**config.mk**
```make
export PLATFORM = sky130hd
export DESIGN_NAME = reset_sequencer
export DESIGN_NICKNAME = d
export VERILOG_FILES = /design/src/rtl/reset_sequencer.sv
export SDC_FILE = /design/constraint.sdc
export NUM_CORES = 1
export LEC_CHECK = 0
export CAP_MARGIN = 15
export CORE_MARGIN = 2
export CORE_UTILIZATION = 56
export CTS_BUF_LIST = sky130_fd_sc_hd__clkbuf_16
export CTS_CLUSTER_SIZE = 14
export DETAILED_ROUTE_END_ITERATION = 10
export GPL_TIMING_DRIVEN = 0
export PLACE_DENSITY = 0.9
export SLEW_MARGIN = 40
export SYNTH_ARGS = -nofsm -noshare
export SYNTH_HDL_FRONTEND = slang
export SYNTH_SLANG_ARGS = --single-unit
```
**constraint.sdc**
```tcl
create_clock -name i_clk -period 2.24 [get_ports i_clk]
set_clock_uncertainty 0.05 [all_clocks]
set_input_delay 0.336 -clock i_clk [delete_from_list [all_inputs] [get_ports i_clk]]
set_output_delay 0.336 -clock i_clk [all_outputs]
set_load 0.1 [all_outputs]
```
**src/rtl/reset_sequencer.sv**
```systemverilog
// Staged reset controller.
//
// Holds every downstream active-low reset low for HOLD_CYCLES enabled ticks, then releases
// the stages one at a time in order 0..N_STAGES-1. After each release it waits for that
// stage's ready acknowledge (bounded by TIMEOUT enabled ticks), then waits STAGE_DELAY
// enabled ticks before releasing the next stage.
//
// Ports:
//   i_clk      clock
//   i_rstn     synchronous active-low reset
//   i_enb      tick enable; the shared counter only advances when high
//   i_req      soft reset request; behaves like i_rstn=0 and holds the counter at 0
//   i_ready    per-stage ready ack; only the current stage's bit is looked at
//   o_rstn     per-stage active-low resets, thermometer-coded from bit 0
//   o_busy     sequence in progress (holding, waiting for ready, or in a gap)
//   o_done     all stages released and acknowledged
//   o_timeout  a stage failed to acknowledge in time
module reset_sequencer #(
  parameter int unsigned N_STAGES    = 3,
  parameter int unsigned HOLD_CYCLES = 16,
  parameter int unsigned STAGE_DELAY = 8,
  parameter int unsigned TIMEOUT     = 1023,
  parameter int unsigned CW          = 10
) (
  input  logic                i_clk,
  input  logic                i_rstn,
  input  logic                i_enb,
  input  logic                i_req,
  input  logic [N_STAGES-1:0] i_ready,
  output logic [N_STAGES-1:0] o_rstn,
  output logic                o_busy,
  output logic                o_done,
  output logic                o_timeout
);

  localparam int unsigned SW = (N_STAGES > 1) ? $clog2(N_STAGES) : 1;

  localparam logic [CW-1:0] HoldLast  = CW'(HOLD_CYCLES - 1);
  localparam logic [CW-1:0] GapLast   = CW'(STAGE_DELAY - 1);
  localparam logic [CW-1:0] TmoLast   = CW'(TIMEOUT - 1);
  localparam logic [SW-1:0] LastStage = SW'(N_STAGES - 1);

  typedef enum logic [2:0] {
    StAssert,
    StWaitRdy,
    StGap,
    StRun,
    StFault
  } state_e;

  state_e                state_q, state_d;
  logic [CW-1:0]         cnt_q, cnt_d;
  logic [SW-1:0]         stage_q, stage_d;
  logic [N_STAGES-1:0]   rstn_q, rstn_d;
  logic                  busy_q, busy_d;
  logic                  done_q, done_d;
  logic                  timeout_q, timeout_d;

  logic                  rdy_cur;
  logic [CW-1:0]         cnt_inc;

  assign rdy_cur = i_ready[stage_q];
  assign cnt_inc = cnt_q + CW'(1);

  always_comb begin
    state_d   = state_q;
    cnt_d     = cnt_q;
    stage_d   = stage_q;
    rstn_d    = rstn_q;
    busy_d    = busy_q;
    done_d    = done_q;
    timeout_d = timeout_q;

    // A soft request takes the same path as the hard reset; while it stays high the
    // counter is pinned at 0, which stretches the hold.
    if (!i_rstn || i_req) begin
      state_d   = StAssert;
      cnt_d     = '0;
      stage_d   = '0;
      rstn_d    = '0;
      busy_d    = 1'b1;
      done_d    = 1'b0;
      timeout_d = 1'b0;
    end else begin
      unique case (state_q)
        StAssert: begin
          if (i_enb) begin
            if (cnt_q == HoldLast) begin
              rstn_d  = N_STAGES'(1);
              cnt_d   = '0;
              state_d = StWaitRdy;
            end else begin
              cnt_d = cnt_inc;
            end
          end
        end

        StWaitRdy: begin
          // Ready wins over a timeout landing on the same edge.
          if (rdy_cur) begin
            if (stage_q == LastStage) begin
              state_d = StRun;
              done_d  = 1'b1;
              busy_d  = 1'b0;
            end else begin
              state_d = StGap;
              cnt_d   = '0;
            end
          end else if (i_enb) begin
            if (cnt_q == TmoLast) begin
              state_d   = StFault;
              timeout_d = 1'b1;
              busy_d    = 1'b0;
            end else begin
              cnt_d = cnt_inc;
            end
          end
        end

        StGap: begin
          if (i_enb) begin
            if (cnt_q == GapLast) begin
              stage_d = stage_q + SW'(1);
              // Shifting in a 1 releases the next stage and keeps the thermometer shape.
              rstn_d  = (rstn_q << 1) | N_STAGES'(1);
              cnt_d   = '0;
              state_d = StWaitRdy;
            end else begin
              cnt_d = cnt_inc;
            end
          end
        end

        StRun, StFault: begin
          // Terminal until i_req or i_rstn.
        end

        default: begin
          state_d   = StAssert;
          cnt_d     = '0;
          stage_d   = '0;
          rstn_d    = '0;
          busy_d    = 1'b1;
          done_d    = 1'b0;
          timeout_d = 1'b0;
        end
      endcase
    end
  end

  // Reset is synchronous and folded into the next-state logic above.
  always_ff @(posedge i_clk) begin
    state_q   <= state_d;
    cnt_q     <= cnt_d;
    stage_q   <= stage_d;
    rstn_q    <= rstn_d;
    busy_q    <= busy_d;
    done_q    <= done_d;
    timeout_q <= timeout_d;
  end

  assign o_rstn    = rstn_q;
  assign o_busy    = busy_q;
  assign o_done    = done_q;
  assign o_timeout = timeout_q;

endmodule

```
-- Word-level counts from Yosys, hierarchy flattened
Cells that the tools add are included.
- reduce and logical (&&, ||, !) cells: 14
- equal/unequal tests: 22
- magnitude comparators: 1
- bitwise operators: 4
- multiplexer cells: 38
- $add $sub $neg: 2
- operator list (kind ; count):
    10-bit 2-to-1 mux ; 8
    10-bit one-hot mux with 4 select lines ; 1
    3-bit 2-to-1 mux ; 9
    2-bit != test (second input constant) ; 9
    3-bit != test (second input constant) ; 5
    3-bit one-hot mux with 4 select lines ; 1
    1-bit 2-to-1 mux ; 11
    10-bit by 1-bit adder with 10-bit output (second input constant) ; 1
    10-bit equality test (second input constant) ; 1
    10-bit by 3-bit equality test with 1-bit output (second input constant) ; 1
    10-bit by 4-bit equality test with 1-bit output (second input constant) ; 1
    3-bit one-hot mux with 3 select lines ; 1
    4-bit AND reduction ; 2
    4-bit OR reduction ; 2
    7-bit AND reduction ; 1
    3-bit by 2-bit equality test with 1-bit output (second input constant) ; 2
    1-bit one-hot mux with 2 select lines ; 3
    3-bit AND reduction ; 2
    6-bit AND reduction ; 1
    5-bit AND reduction ; 1
    2-bit 2-to-1 mux ; 2
    1-bit NOT ; 4
    2-bit one-hot mux with 2 select lines ; 1
    3-bit by 1-bit equality test with 1-bit output (second input constant) ; 1
    other kinds (10) ; 10
- word-level logic and storage cells: 88
- bits of input ports: 7
- register bits after elaboration: 21

-- Depth between registers and ports, before layout
- depth after elaboration: 5
- mapped depth: 8
- gate-level depth less buffers: 7

-- Least setup slack after synthesis
No wires, ideal clock.
- kind: register to register
- start: register cnt_q[0]
- end: register cnt_q[2]
- stages on the path, launching flop included: 8
- library setup time: 0.117 ns
- path slack: 0.293 ns
- path buffers: 1
- data required time: 2.073 ns
- arrival: 1.779 ns
- period minus slack after synthesis: 1.947 ns
- path through: dfxtp_1 > ha_1 > nor4b_2 > a311oi_2 > a21o_1 > buf_6 > a211o_1 > a32o_1
- cells in the longest elaborated chain, start to end: 5
- elaborated cells between the ends (all ways): 14
- those cells by class: add/sub: 1; eq/ne: 4; mux: 8; reduce/logical: 1
- ends and longest elaborated chain (item ; RTL line ; RTL):
    start, declared ; 52 ; logic [CW-1:0] cnt_q, cnt_d;
    start signal, assigned ; 154 ; cnt_q <= cnt_d;
    10-bit by 1-bit adder with 10-bit output ; 63 ; assign cnt_inc = cnt_q + CW'(1);
    10-bit 2-to-1 mux ; 110 ; if (cnt_q == TmoLast) begin
    10-bit 2-to-1 mux ; 109 ; end else if (i_enb) begin
    10-bit 2-to-1 mux ; 100 ; if (rdy_cur) begin
    10-bit one-hot mux with 4 select lines ; 85 ; unique case (state_q)
Several ways; a longest one is shown, not always the timed one. The select of a mux whose other input is x is not followed.
A chain may end at the register's enable or synchronous reset.

-- Final worst setup path
- start: input port i_enb
- end: register cnt_q[2]
- cells in the longest elaborated chain, start to end: 2
- elaborated cells between the ends (all ways): 4
- those cells by class: eq/ne: 3; reduce/logical: 1
- ends and longest elaborated chain (item ; RTL line ; RTL):
    start, declared ; 27 ; input logic i_enb,
    3-bit != test (no source line) or 2-bit != test (tied branches) ; n/a ;
    6-bit AND reduction (no source line) (*) ; n/a ;
Every way passes the cells marked *; elsewhere a longest branch is shown, timed or not.

==> impl_results.md <==
* DR vias/cell at 6.58
* Vias in the first global route at 1235
* Max VDD drop at 0.496 mV
* Worst-skew pair later-pin latency at 0.26 ns
* WP data arrival at 2.23 ns
* Worst setup SP type: input pin
* CP max stage delay at 0.56 ns
* GPL Wtd Cong at 0.987
* Power density over the cells at 526 mW/mm2
* Area contributors post-synth: dfxtp_1 (32%), a32o_1 (6.0%), a211o_1 (5.3%)
* Post-Layout Cell Count at 197
* Initial antenna violation count at 0
* Fin worst setup slack at 0.105 ns
* Leak Pwr at 0.547 nW
* Synth unique cells at 44
* Buffers on Ports at 12
* Placed cells at 192
* Type of element capturing the critical path: register
* Remaining DRCs at 0
* Post-synth EDFFs at 0
* Clock Path Buffers at 2
* Routed len/inst at 16.4 um
* Starting Density at 59.4%
* CP max FO at 10
* Hold Crit Class: reg2reg
* Via Count at 1297
* Core area at 0.00223 mm2
* CTS root buffer: clkbuf_16
* Nets at 180
* Clk slew on worst S/H paths at 0.06 ns
* Total GRT Usage at 26.8%
* Post-synthesis async set-or-reset flop share at 0%
* Sequential area share after synthesis at 31.7%
* Worst-path cell with the longest stage delay: clkdlybuf4s50_1
* H-tree Lvls at 1
* Share of cells above drive strength 1 at 17.2%
* Mapped Area at 0.00133 mm2
* First-pass GRT wire length at 5470 um
* Period minus WS final at 2.13 ns
* Largest net degree at the start of global routing at 13
* Synth Warn # at 0
* Site row count at 17
* Worst-Margin Slew at 0.582 ns
* Overflow after GRT at 0
* CTS Buf Count at 3
* Synth-to-layout area growth at 17.2%
* Peak Freq at 468 MHz
* Routed WL at 3230 um
* Main flop type after synthesis: dfxtp_1
* Antenna diodes at 0
* CTS tree: built
* Drt first pass iters at 4
* Final Cycle Share at 95.3%
* DP Worst Slack at -0.232 ns
* CP Buf/Inv Count at 2
* Final setup fails at 0
* Total die area at 0.00277 mm2
* Clock Sinks at 21
* DP HPWL at 2210 um
* Syn Area/Cell at 8.73 um2
* CP Cell Sequence: clkdlybuf4s50_1 -> nor2b_2 -> o32ai_1 -> a31o_2 -> clkbuf_2 -> a211o_1 -> a32o_1
* Antenna viol nets, final at 0
* Die W at 52.7 um
* Slew Viols, Final at 0
* Leading area contributor after synthesis: dfxtp_1
* Status: finished, final reports clean
* Post-synthesis instance total at 152
* Post-synth top area share at 31.7%
* Max-Cap Viols at 0
* Syn_nets at 162
* Crit path kind: in2reg
* Synth Register Bits at 21
* Rel. slew slack at 61.1%
* IO Count at 13
* 1st-iter DRT viols at 43
* Final Hold Vio Count at 0
* CP Data Required Time at 2.34 ns
* Die Ht at 52.7 um
* CP delay by family, top: compound AO/OA/AOI/OAI gates
* RSZ-0062 raised after global routing: no
[flip-flops by register name, summed over array words and instances (netlist names)]
name	flops
cnt_q	10
o_busy	1
o_done	1
o_rstn	3
o_timeout	1
stage_q	2
state_q	3
[synthesized netlist by cell type (all sizes together), types with 5 or more instances]
master   n
buf      5
a21oi    9
nor2    10
dfxtp   21
nor2b    5
and3     5
o21ai    7
nor3    10
inv      5
a32o     8
a211o    8
nand3    6
clkbuf   6
nand2    6
[cell type report]
type / instances / area (um2)
clock buffers: 3 / 75.1
flip-flops and latches: 21 / 420
inverters: 5 / 18.8
multi-input cells: 115 / 838
well taps: 28 / 35.0
repair buffers: 13 / 97.6
plain buffers: 11 / 63.8
clock inverters: 1 / 5.00
fillers: 184 / 679
[cells by family (layout without fill, tap and decap cells)]
group	count (synthesis)	in the layout	synth area share, %
compound gates	46	46	27.3
buf+inv	16	33	6.13
simple gates	62	62	28.6
flops	21	21	31.7
xor+xnor	1	1	1.23
mux	3	3	2.26
fa+ha+maj	3	3	2.83
[final timing paths]
check	start	endpoint	slack, ns	cells after the start
max	i_enb	cnt_q[2]	0.11	7
min	o_timeout	o_timeout	0.39	2
max reg2reg	cnt_q[1]	cnt_q[2]	0.11	7
min reg2reg	o_timeout	o_timeout	0.39	2
[power by group]
| part | switching (W) | internal (W) | total (W) |
|---|---|---|---|
| combinational | 0.0000310 | 0.0000222 | 0.0000532 |
| sequential | 0.00000150 | 0.000374 | 0.000376 |
| clock | 0.000148 | 0.000240 | 0.000388 |
[per-layer routing]
| layer | track usage [%] | share of wire, % | vias to the layer above | routed length (um) |
|---|---|---|---|---|
| li1 | - | - | 612 | - |
| met1 | 35.1 | 45 | 632 | 1470 |
| met5 | 0 | 0 | - | 0 |
| met3 | 4.57 | 4.7 | 7 | 152 |
| met2 | 43.3 | 48 | 46 | 1560 |
| met4 | 10.7 | 1.6 | 0 | 51 |
[layout by cell type, fill, tap and decap left out, drive strengths merged, types with 3 or more instances in the layout]
master         synthesis  final
buf                    5     12
a32o                   8      8
nor3                  10     10
dfxtp                 21     21
clkbuf                 6      9
mux2i                  3      3
a31o                   3      3
clkdlybuf4s50          0      6
a21oi                  9      9
and3                   5      5
nor2                  10     10
a211o                  8      8
inv                    5      5
nand4                  4      4
nand2                  6      6
nand2b                 4      4
nor3b                  3      3
nand3                  6      6
o21ai                  7      7
nor2b                  5      5
ha                     3      3
[per-stage QoR]
step / cell area [um2] / utilization, % / TNS, ns / hold WS [ns] / power, W
after detailed placement: 1450 / 65.0 / -1.66 / 0.382 / 0.000436
after global placement: 1480 / 66.3 / -1.60 / 0.382 / 0.000435
final: 1550 / 69.6 / 0 / 0.391 / 0.000817
after global routing: 1550 / 69.6 / 0 / 0.408 / 0.000833
after CTS: 1530 / 68.6 / 0 / 0.391 / 0.000814
after floorplan: 1330 / - / 0 / 0.441 / 0.000415
[tightest hold or removal path: stages (launching register included)]
cell     delay, ns
dfxtp_1       0.31
inv_1         0.04
a21oi_1       0.04
[what timing repair did]
item / in CTS / in global routing
hold buffers: 0 / 0
gates resized for setup: 0 / 5
hold endpoints to repair: 0 / 0
buffers inserted: 0 / 1
endpoints found under the setup margin: 0 / 8
Note: power is estimated with default switching activity, not from simulation.
